===== src/rtl/alu_op_sequencer.sv =====
// alu_op_sequencer: command-side initiator for the 8-bit combinational
// arithmetic unit. Commands arrive over a valid/ready handshake. Each one is
// driven onto the unit for WAIT_CYC enabled edges, and the 17-bit result is
// then returned through a small response FIFO. A divide-by-zero is trapped
// here and never reaches the unit.
// Optional build macro: ALU_OPSEQ_STATS_EN adds the saturating stat_ops and
// stat_errs counters and their output ports.
module alu_op_sequencer #(
  parameter int WAIT_CYC = 1,
  parameter int DEPTH    = 4
) (
  input  logic        clk,
  input  logic        rst_n,
  input  logic        cmd_valid,
  output logic        cmd_ready,
  input  logic [7:0]  cmd_a,
  input  logic [7:0]  cmd_b,
  input  logic [1:0]  cmd_op,
  output logic [7:0]  alu_a,
  output logic [7:0]  alu_b,
  output logic [1:0]  alu_s,
  output logic        alu_en_n,
  input  logic [16:0] alu_y,
  output logic        rsp_valid,
  input  logic        rsp_ready,
  output logic [16:0] rsp_data,
  output logic [1:0]  rsp_op,
  output logic        rsp_err
`ifdef ALU_OPSEQ_STATS_EN
  ,
  output logic [15:0] stat_ops,
  output logic [7:0]  stat_errs
`endif
);

  localparam int PTR_W = $clog2(DEPTH);
  localparam int CNT_W = PTR_W + 1;
  localparam int ENT_W = 20;  // {err, op[1:0], data[16:0]}

  localparam logic [0:0] ST_IDLE  = 1'b0;
  localparam logic [0:0] ST_DRIVE = 1'b1;

  localparam logic [1:0] OP_DIV = 2'b00;

  // Control and unit-drive state
  logic [0:0]       state_reg, state_next;
  logic [3:0]       wait_cnt_reg, wait_cnt_next;
  logic [7:0]       alu_a_reg, alu_a_next;
  logic [7:0]       alu_b_reg, alu_b_next;
  logic [1:0]       alu_s_reg, alu_s_next;
  logic             alu_en_n_reg, alu_en_n_next;

  // Response FIFO state
  logic [ENT_W-1:0] mem_reg [DEPTH];
  logic [PTR_W-1:0] rd_ptr_reg, rd_ptr_next;
  logic [PTR_W-1:0] wr_ptr_reg, wr_ptr_next;
  logic [PTR_W-1:0] rd_ptr_inc;
  logic [CNT_W-1:0] count_reg, count_next;
  logic [ENT_W-1:0] head_reg, head_next;

  logic             accept;
  logic             trap;
  logic             issue;
  logic             done;
  logic             push;
  logic             pop;
  logic [ENT_W-1:0] push_entry;

  // cmd_ready depends only on registered state, never on rsp_ready. Because
  // accept requires a free slot and only one operation is ever in flight,
  // the DRIVE result always finds room in the FIFO.
  assign cmd_ready = (state_reg == ST_IDLE) && (count_reg < CNT_W'(DEPTH));
  assign accept    = cmd_valid && cmd_ready;
  assign trap      = accept && (cmd_op == OP_DIV) && (cmd_b == 8'd0);
  assign issue     = accept && !trap;
  assign done      = (state_reg == ST_DRIVE) && (wait_cnt_reg == 4'd0);

  // Trap and DRIVE completion are mutually exclusive: they occur in different states.
  assign push       = trap || done;
  assign pop        = rsp_valid && rsp_ready;
  assign push_entry = trap ? {1'b1, OP_DIV, 17'd0} : {1'b0, alu_s_reg, alu_y};

  assign alu_a     = alu_a_reg;
  assign alu_b     = alu_b_reg;
  assign alu_s     = alu_s_reg;
  assign alu_en_n  = alu_en_n_reg;

  assign rsp_valid = (count_reg != '0);
  assign rsp_err   = head_reg[19];
  assign rsp_op    = head_reg[18:17];
  assign rsp_data  = head_reg[16:0];

  // Next-state logic for the command FSM and the unit drive registers
  always_comb begin
    state_next    = state_reg;
    wait_cnt_next = wait_cnt_reg;
    alu_a_next    = alu_a_reg;
    alu_b_next    = alu_b_reg;
    alu_s_next    = alu_s_reg;
    alu_en_n_next = alu_en_n_reg;
    case (state_reg)
      ST_IDLE: begin
        if (issue) begin
          alu_a_next    = cmd_a;
          alu_b_next    = cmd_b;
          alu_s_next    = cmd_op;
          alu_en_n_next = 1'b0;
          wait_cnt_next = 4'(WAIT_CYC - 1);
          state_next    = ST_DRIVE;
        end
      end
      ST_DRIVE: begin
        if (wait_cnt_reg != 4'd0) begin
          wait_cnt_next = wait_cnt_reg - 4'd1;
        end else begin
          alu_en_n_next = 1'b1;
          state_next    = ST_IDLE;
        end
      end
      default: begin
        alu_en_n_next = 1'b1;
        state_next    = ST_IDLE;
      end
    endcase
  end

  // FSM and unit drive registers. An asynchronous reset drops any in-flight command.
  always_ff @(posedge clk or negedge rst_n) begin
    if (!rst_n) begin
      state_reg    <= ST_IDLE;
      wait_cnt_reg <= 4'd0;
      alu_a_reg    <= 8'd0;
      alu_b_reg    <= 8'd0;
      alu_s_reg    <= 2'd0;
      alu_en_n_reg <= 1'b1;
    end else begin
      state_reg    <= state_next;
      wait_cnt_reg <= wait_cnt_next;
      alu_a_reg    <= alu_a_next;
      alu_b_reg    <= alu_b_next;
      alu_s_reg    <= alu_s_next;
      alu_en_n_reg <= alu_en_n_next;
    end
  end

  assign rd_ptr_inc = rd_ptr_reg + 1'b1;

  // FIFO pointer, occupancy and registered head-entry computation
  always_comb begin
    rd_ptr_next = pop  ? rd_ptr_inc : rd_ptr_reg;
    wr_ptr_next = push ? (wr_ptr_reg + 1'b1) : wr_ptr_reg;
    count_next  = count_reg;
    if (push && !pop) begin
      count_next = count_reg + 1'b1;
    end else if (pop && !push) begin
      count_next = count_reg - 1'b1;
    end
    head_next = head_reg;
    if (count_next == '0) begin
      head_next = '0;
    end else if ((count_reg == '0) || (pop && (count_reg == CNT_W'(1)))) begin
      // The new head is the entry being pushed on this edge.
      head_next = push_entry;
    end else if (pop) begin
      head_next = mem_reg[rd_ptr_inc];
    end
  end

  // FIFO storage. It is written only and needs no reset: only occupied slots are read.
  always_ff @(posedge clk) begin
    if (push) begin
      mem_reg[wr_ptr_reg] <= push_entry;
    end
  end

  // FIFO control registers. Reset flushes the FIFO.
  always_ff @(posedge clk or negedge rst_n) begin
    if (!rst_n) begin
      rd_ptr_reg <= '0;
      wr_ptr_reg <= '0;
      count_reg  <= '0;
      head_reg   <= '0;
    end else begin
      rd_ptr_reg <= rd_ptr_next;
      wr_ptr_reg <= wr_ptr_next;
      count_reg  <= count_next;
      head_reg   <= head_next;
    end
  end

`ifdef ALU_OPSEQ_STATS_EN
  logic [15:0] stat_ops_reg;
  logic [7:0]  stat_errs_reg;

  assign stat_ops  = stat_ops_reg;
  assign stat_errs = stat_errs_reg;

  // Saturating counters: every FIFO push, and trapped divide-by-zero pushes
  always_ff @(posedge clk or negedge rst_n) begin
    if (!rst_n) begin
      stat_ops_reg  <= 16'd0;
      stat_errs_reg <= 8'd0;
    end else begin
      if (push && (stat_ops_reg != 16'hFFFF)) begin
        stat_ops_reg <= stat_ops_reg + 16'd1;
      end
      if (trap && (stat_errs_reg != 8'hFF)) begin
        stat_errs_reg <= stat_errs_reg + 8'd1;
      end
    end
  end
`endif

endmodule


===== config.mk =====
export PLATFORM = sky130hd
export DESIGN_NAME = alu_op_sequencer
export DESIGN_NICKNAME = d
export VERILOG_FILES = /design/src/rtl/alu_op_sequencer.sv
export SDC_FILE = /design/constraint.sdc
export NUM_CORES = 1
export LEC_CHECK = 0
export ABC_AREA = 1
export CAP_MARGIN = 5
export CORE_MARGIN = 2
export CORE_UTILIZATION = 35
export DETAILED_ROUTE_END_ITERATION = 7
export PLACE_DENSITY = 0.52
export SLEW_MARGIN = 15
export SYNTH_ARGS = -nofsm -noshare
export SYNTH_HDL_FRONTEND = slang
export SYNTH_SLANG_ARGS = --single-unit

===== constraint.sdc =====
create_clock -name clk -period 7 [get_ports clk]
set_input_delay 2.1 -clock clk [delete_from_list [all_inputs] [get_ports clk]]
set_output_delay 2.1 -clock clk [all_outputs]
set_load 0.1 [all_outputs]

======== Word level (Yosys, flattened, before mapping) ========
Memories as Yosys holds them, arrays and structs flattened.
Index checks and enable logic that the tools add are counted.
cells by class
  add/subtract/negate cells ............... 5
  order comparisons ....................... 1
  equality and inequality tests ........... 4
  muxes and demuxes ....................... 17
  bitwise logic cells ..................... 1
  reductions and logical operators ........ 26
operators by type and width
  cell                 number
  $mux 20              4
  $logic_and 1x1->1    10
  $logic_not 8->1      1
  $mux 4               2
  $pmux 4 s2           1
  $logic_not 3->1      2
  $mux 1               6
  $mux 3               2
  $reduce_and 2->1     3
  $reduce_bool 3->1    2
  $add 2x1->2 const B  2
  $logic_not 4->1      1
  $ne 2x2->1 const B   2
  $pmux 1 s2           2
  $reduce_bool 4->1    1
  $sub 4x1->4 const B  1
  $add 3x1->3 const B  1
  $eq 3x1->1 const B   1
  $logic_not 1->1      3
  $lt 3x3->1 const B   1
  $sub 3x1->3 const B  1
  $logic_not 2->1      1
  $logic_or 1x1->1     2
  $ne 2x1->1 const B   1
  $not 1->1            1
storage, ports and cells
  register bits ........................... 51
  bits in writable memories ............... 80
  bits of input ports ..................... 39
  output and inout port bits .............. 41
  logic and storage cells ................. 65
  memories ................................ 1
memories
  memory   depth  bits a word  rd ports  clocked after Yosys merged registers in  write ports  RTL line  source
  mem_reg  4      20           1         0                                        1            54        logic [ENT_W-1:0] mem_reg [DEPTH];

======== Depth between registers and ports, before layout ========
  word-level depth ........................ 12
  depth in mapped cells ................... 13
  gate-level depth less buffers ........... 12

======== Worst setup path before layout ========
No wires, ideal clock.
  path type ............................... in2reg
  start point ............................. in cmd_b[3]
  end point ............................... mem mem_reg[0][0] (enable)
  library setup time ...................... 397 ps
  arrival time ............................ 3,541 ps
  required time ........................... 6,603 ps
  slack ................................... 3,063 ps
  cell stages on the path ................. 7
  path buffers ............................ 0
  cell sequence ........................... nor2_1 -> nand2_1 -> nor2_1 -> nand2_4 -> nand2_4 -> inv_1 -> nor2_1
on the way
  word-level cells in the longest chain between the ends .. 5
RTL lines
  item                          RTL line  source
  from (decl)                   17        input logic [7:0] cmd_b,
  $logic_not 8->1               74        assign trap = accept && (cmd_op == OP_DIV) && (cmd_b == 8'd0);
  $logic_and 1x1->1             74
  $logic_or 1x1->1              79        assign push = trap || done;
  $mux 1                        171       if (push) begin
  $mux 1 (implied by the code)  172       mem_reg[wr_ptr_reg] <= push_entry;
  to (decl)                     54
Every way passes these cells.

======== Worst setup path in the final report ========
  start point ............................. reg count_reg[0]
  end point ............................... out rsp_valid
on the way
  word-level cells in the longest chain between the ends .. 1
RTL lines
  item                    RTL line  source
  from (decl)             58        logic [CNT_W-1:0] count_reg, count_next;
  from (signal assigned)  186       count_reg <= count_next;
  $reduce_bool 3->1       88        assign rsp_valid = (count_reg != '0);
  to (decl)               24        output logic rsp_valid,
Every way passes these cells.

==> results.yml <==
sta:
  fin_tns_setup_ns: 0
  fin_skew_ns: 0.0115
  finalHoldViolations: 0
  hold_slack_ns: 0.475
  setup_ws_ns: 2.41
  worst_pin_slew_ns: 1.03
  post-route-period-util_pct: 65.6
  rsz0062_at_grt: "no"
  slew_headroom_pct: 31.2
  period_minus_slack_ns: 4.59
  slew_viol_final: 0
  setup_viol: 0
  max_freq_mhz: 218
synthesis:
  synth_edf_count: 80
  yosysTopAreaCell: "edfxtp_1"
  avgSynthCellArea_um2: 10.8
  netlist_instances: 526
  netlist_top_cells_area: "edfxtp_1, dfrtp_1, nand2_1"
  ys_async_sr_fraction_pct: 38.9
  synth_seq_cells: 131
  syn_area_um2: 5700
  ys_seq_area_share_pct: 64.6
  synth_top_area_share_pct: 42.2
  ys_warn_count: 0
  syn_nets: 574
  ys_types: 35
  synth_ff_type: "edfxtp_1"
cells_and_area:
  largest_reg_flops: 80
  fin_cells: 838
  multi_input_area_um2: 1730
  nFillCells: 1497
  register_area_um2: 3680
  antenna_cells: 0
  nets: 657
  area_growth_pct: 26.7
  drive_gt1_share_pct: 11.1
placement:
  hpwl_mm: 8.42
  pre_cts_slack_ns: 2.50
  portBuffers: 79
  dp_cells: 806
  gp_congestion: 0.731
floorplan:
  start_util_pct: 35.9
  num_io_pins: 80
  die_area_um2: 17300
  row_count: 46
  die_h_um: 132
  fp.dieW_um: 132
  core-area_um2: 15900
route:
  drt_iter0_drc: 220
  remaining_drc_errors: 0
  postRouteAntennaNets: 0
  wirelength_mm: 13.9
  wl_per_cell_um: 16.6
  vias: 4008
  viasPerCell: 4.78
  first_pass_iters: 4
worst_setup_path:
  crit_start: "count_reg[0]"
  crit_required_ns: 4.90
  ff2ff_setup_slack_ns: 4.38
  critPathKind: "reg -> out"
  slowest_stage: "clkdlybuf4s50_1"
  r2r_start: "rd_ptr_reg[0]"
  critPathMaxStageDelay_ns: 1.18
  crit_arrival_ns: 2.49
  crit_path_end_kind: "output pin"
  path_max_fanout: 4
  crit_top_cell: "inv_1"
  path_cells: "inv_1 -> ha_1 -> inv_1 -> nor2_1 -> inv_1 -> clkdlybuf4s50_1"
  cp-start-kind: "flop"
clock_tree:
  cts_tree: "done"
  htreeDepth: 4
  postCtsResizedCells: 0
  clk_path_buf_depth: 2
  clock_latency_ns: 0.42
  clk_pin_slew_worst_paths_ns: 0.05
  ctsHoldBuffers: 0
  cts_made_buffers: 17
  cts_root_buffer: "clkbuf_16"
  postCtsSetupBuffers: 0
  cts.sinks: 131
min_path:
  hold_path_class: "reg -> reg"
  hold_start: "alu_en_n"
global_route:
  grt_overflow_total: 0
  grt_pass1_wl_mm: 22.5
  antenna_found_initial: 0
  grt_use_total_pct: 17.0
  grt_pass1_vias: 4187
  grt_start_max_net_pins: 52
run_status:
  outcome: "complete, no violations"
flow_run:
  cap_viol_max_count: 0
-- synth_stat cells, types with 9 or more instances --
cell	n
nand2_1	128
edfxtp_1	80
dfrtp_1	50
inv_1	45
nor2_1	43
o22ai_1	29
o21ai_0	27
a21oi_2	22
a21oi_1	15
nand3b_1	10
ha_1	9
-- logic make-up (layout without fill, tap and decap cells) --
group / Yosys count / after routing / synth area share (%)
DFF: 131 / 131 / 64.6
muxes: 6 / 6 / 1.05
adders and majority gates: 9 / 9 / 1.98
AOI/OAI and AO/OA: 100 / 100 / 11.2
xor gates and xnor gates: 3 / 3 / 0.461
and+or+nand+nor: 206 / 206 / 15.5
buffers and inverters: 71 / 167 / 5.25
-- worst max-delay path, delay by kind of cell, from the launching register on --
family                     cells  cell delay [ns]
buffers and inverters          4             1.42
DFF                            1             0.40
adders and majority gates      1             0.20
and+or+nand+nor                1             0.06
-- layout make-up --
cell class	instances	share of cell area [%]
Inverter	49	2.55
Clock buffer	23	6.34
Tap cell	216	3.74
Multi-Input combinational cell	324	23.9
Sequential cell	131	50.9
Clock inverter	9	0.901
Timing Repair Buffer	86	11.6
-- routing by layer --
metal  track usage [%]  part of all wire, %  up-vias
li1                  -                    -     1952
met1              22.0                   46     1941
met2              26.8                   46       96
met3              5.02                  5.9       19
met4              7.00                  1.6        0
met5                 0                    0        -
-- worst paths after layout --
path | depth (start not counted) | to
max in group asynchronous | 2 | count_reg[2]
setup reg to reg | 8 | head_reg[6]
hold / removal | 2 | alu_en_n
min in group asynchronous | 2 | alu_a[2]
hold reg to reg | 2 | alu_en_n
setup / recovery | 6 | rsp_valid
-- cell usage in the layout (no fill, tap or decap), types with 3 or more instances in the layout --
cell type,synthesis,final
nand2_1,128,128
edfxtp_1,80,80
clkdlybuf4s50_1,0,78
dfrtp_1,50,50
inv_1,45,45
nor2_1,43,43
o22ai_1,29,29
o21ai_0,27,27
a21oi_2,22,21
clkbuf_16,0,17
a21oi_1,15,15
nand3b_1,10,10
ha_1,9,9
nand3_1,8,8
buf_4,2,7
clkinv_1,2,6
mux2i_1,6,6
o211ai_1,5,5
clkbuf_1,8,5
clkinv_2,0,4
nor2_2,3,3
nand2_4,3,3
xor2_1,3,3
nand2_2,3,3
-- through the flow --
stage / utilization, % / cell area, um^2
after global placement: 42.2 / 6700
after global routing: 45.5 / 7220
after floorplan: - / 5700
after CTS: 45.5 / 7220
after detailed placement: 42.2 / 6700
final: 45.5 / 7220
Power is not shown: default switching activity piles up to over one toggle a cycle in this logic, so the estimate is an artifact.
==> edit 1: new RTL, config.mk and constraints unchanged <==
Register the output `rsp_err`; this adds one clock of latency there. The other outputs are not delayed to match.
--- a/src/rtl/alu_op_sequencer.sv
+++ b/src/rtl/alu_op_sequencer.sv
@@ -87,5 +87,7 @@
 
   assign rsp_valid = (count_reg != '0);
-  assign rsp_err   = head_reg[19];
+  always_ff @(posedge clk) begin
+    rsp_err <= head_reg[19];
+  end
   assign rsp_op    = head_reg[18:17];
   assign rsp_data  = head_reg[16:0];
Function: changed (a bounded check fails within 4 cycles, from zero or initial values and one cycle with rst_n low).
==> edit 1 against the original RTL <==
- synthesized area is 3.1% higher
- highest routed layer unchanged
- first-iteration DRC count shrank 11%
- sequential cell count grew 1
- synthesized cell count grew 5.3%
- design area grew 1.8%
- routed wire length shrank 3.5%
- worst setup slack gained 0.13 ns
- critical path type unchanged
- die area up 3.0%
Power is not shown: default switching activity piles up to over one toggle a cycle in this logic, so the estimate is an artifact.
==> edit 1: results (changes against the original RTL) <==
| Metric | Value |
|---|---|
| DP Wirelength | 8.32 mm (-1.1%) |
| Met2 WL post-DR | 6.51 mm (+1.4%) |
| Hold Path Cell Cnt | 0 (-2) |
| Filler Cell Count | 1570 (+4.9%) |
| Row cnt | 47 (+2.2%) |
| Final Wtd Congestion | 0.737 (+0.94%) |
| Met1 Use GR | 0.207 (-0.0127) |
| Unique masters post-synth | 39 (+11%) |
| Total global-route track usage | 0.159 (-0.0110) |
| Total length of routed met3 wires | 602 µm (-26%) |
| Setup slack, reg-to-reg | 3.90 ns (-0.48 ns) |
| Status | completed |
| Synth area leaders | edfxtp_1, dfrtp_1, nand2_1 |
| WL per Instance | 15.8 µm (-4.7%) |
| Hold Path End | rsp_err$_DFF_P_ |
| Synth top cells by count | nand2_1, edfxtp_1, dfrtp_1, inv_1, nor2_1 |
| Sequential area share after synthesis | 0.630 (-0.0157) |
| Worst-Margin Slew | 1.04 ns (+0.00971 ns) |
| Met3 Use GR | 0.0453 (-0.00487) |
| Place WS | 2.14 ns (-0.360 ns) |
| Tcrit/Tclk final | 0.637 (-0.0192) |
| GR Layer Usage met2 | 0.258 (-0.00958) |
| Drt pass-1 iters | 5 (+1) |
| Hold Slack | 0.385 ns (-0.0894 ns) |
| Layout net count | 663 (+0.91%) |
| Fin Clk Skew | 0.0147 ns (+0.00318 ns) |
| Share of cells above drive strength 1 | 0.108 (-0.00265) |
| Hold Path Origin | head_reg[19]$_DFFE_PN0P_ |
## edit 1: changes by cell type after synthesis, moves of 4 or more
cell     delta
a21oi_2    -21
buf_4      +17
a21oi_1    +15
buf_2       +9
or2_2       +9
o22ai_1     +7
mux2i_1     -6
o21ai_0     -6
inv_1       -4
nor2_1      -4
## edit 1: kinds of logic (layout without fill, tap and decap cells)
family          Yosys count  in the layout  share of synthesized area
fa+ha+maj                 9              9                     0.0192
compound gates          104            104                      0.105
flops                   132            132                      0.630
buf+inv                  91            165                     0.0784
xor+xnor                  4              4                    0.00597
simple gates            214            214                      0.161
## edit 1: final cells by class
class	count	area [µm²]	share of cell area
clock buffer	18	429	0.0584
sequential	132	3700	0.503
inverter	46	178	0.0242
clock inverter	14	210	0.0286
tap	220	275	0.0374
multi-input combinational	331	1710	0.233
timing repair buffer	87	846	0.115
## edit 1: worst max-delay path: cells and delay by family, from the launching register on
kind	cells	cell delay, ns
buffers and inverters	2	1.24
adders and majority gates	1	0.23
and+or+nand+nor	1	0.09
DFF	1	0.39
==> edit 2: new RTL, config.mk and constraints unchanged <==
Made on the original files. Build with the macro `ALU_OPSEQ_STATS_EN` defined.
--- a/src/rtl/alu_op_sequencer.sv
+++ b/src/rtl/alu_op_sequencer.sv
@@ -6,4 +6,6 @@
 // Optional build macro: ALU_OPSEQ_STATS_EN adds the saturating stat_ops and
 // stat_errs counters and their output ports.
+`define ALU_OPSEQ_STATS_EN
+
 module alu_op_sequencer #(
   parameter int WAIT_CYC = 1,
Check against the original RTL (old outputs only; new: stat_errs and stat_ops): equivalent (Yosys induction, for registers that start in step).
==> edit 2 against the original RTL <==
- synthesized area up 24%
- sequential cell count is 24 higher
- largest cell class unchanged
- routed wire length increased by 20%
- worst setup slack improved by 0.033 ns
- design area up 23%
- sequential share of layout area is 2.8 points lower
- die area rose by 23%
Power is not shown: default switching activity piles up to over one toggle a cycle in this logic, so the estimate is an artifact.
==> edit 2: results (changes against the original RTL) <==
| Metric | Value |
|---|---|
| Clock buf/inv share | 0.0652 (-0.00722) |
| Pin count of the biggest net entering global routing | 76 (+46%) |
| Sequential area share after synthesis | 0.607 (-0.0390) |
| Finished Cell Area | 8890 µm² (+23%) |
| Initial drt markers | 209 (-5.0%) |
| Hold Slack | 0.467 ns (-0.00806 ns) |
| Final WL | 16.6 mm (+20%) |
| Total global-route track usage | 0.160 (-0.0102) |
| Non-Clock Buffer Count | 111 (+29%) |
| Synth area leaders | edfxtp_1, dfrtp_1, nand2_1 |
| Status | completed |
| First-pass GRT wire length | 26.7 mm (+19%) |
| Port buffer count | 103 (+30%) |
| Area of the multi-input gates | 2300 µm² (+33%) |
| Share of cells above drive strength 1 | 0.0966 (-0.0143) |
| Unique masters post-synth | 33 (-5.7%) |
| Signal inverters | 82 (+67%) |
| WL per Instance | 15.7 µm (-5.6%) |
| Reg-to-reg endpoint | head_reg[7]$_DFFE_PN0P_ |
| CTS sink count | 155 (+18%) |
| Fraction of area in non-clock buffers | 0.122 (+0.00643) |
| Die width | 146 µm (+11%) |
| Vias/cell | 4.70 (-1.8%) |
| Worst Reg-to-Reg Cells | 6 (-2) |
| Worst-Margin Slew | 1.02 ns (-0.00568 ns) |
| Layout net count | 834 (+27%) |
| Seq area share | 0.482 (-0.0278) |
| Setup slack, reg-to-reg | 3.96 ns (-0.42 ns) |
edit 2: per-layer routing:
layer | up-vias | routed length [µm] | GRT usage
met5 | - | 0 | 0
met4 | 0 | 179 | 0.0539
met3 | 14 | 802 | 0.0426
met2 | 98 | 7940 | 0.260
met1 | 2402 | 7700 | 0.208
li1 | 2476 | - | -
edit 2: critical path: cells and delay by family, from the launching register on:
| family | cells | cell delay (ns) |
|---|---|---|
| flops | 1 | 0.39 |
| simple gates | 1 | 0.05 |
| fa+ha+maj | 1 | 0.20 |
| buf+inv | 4 | 1.39 |
edit 2: cells by family after synthesis:
family,after synthesis,share of synthesized area
DFF,155,0.607
AOI/OAI and AO/OA,114,0.101
muxes,1,0.00142
adders and majority gates,11,0.0195
buffers and inverters,114,0.0683
xor gates and xnor gates,28,0.0348
and+or+nand+nor,263,0.169
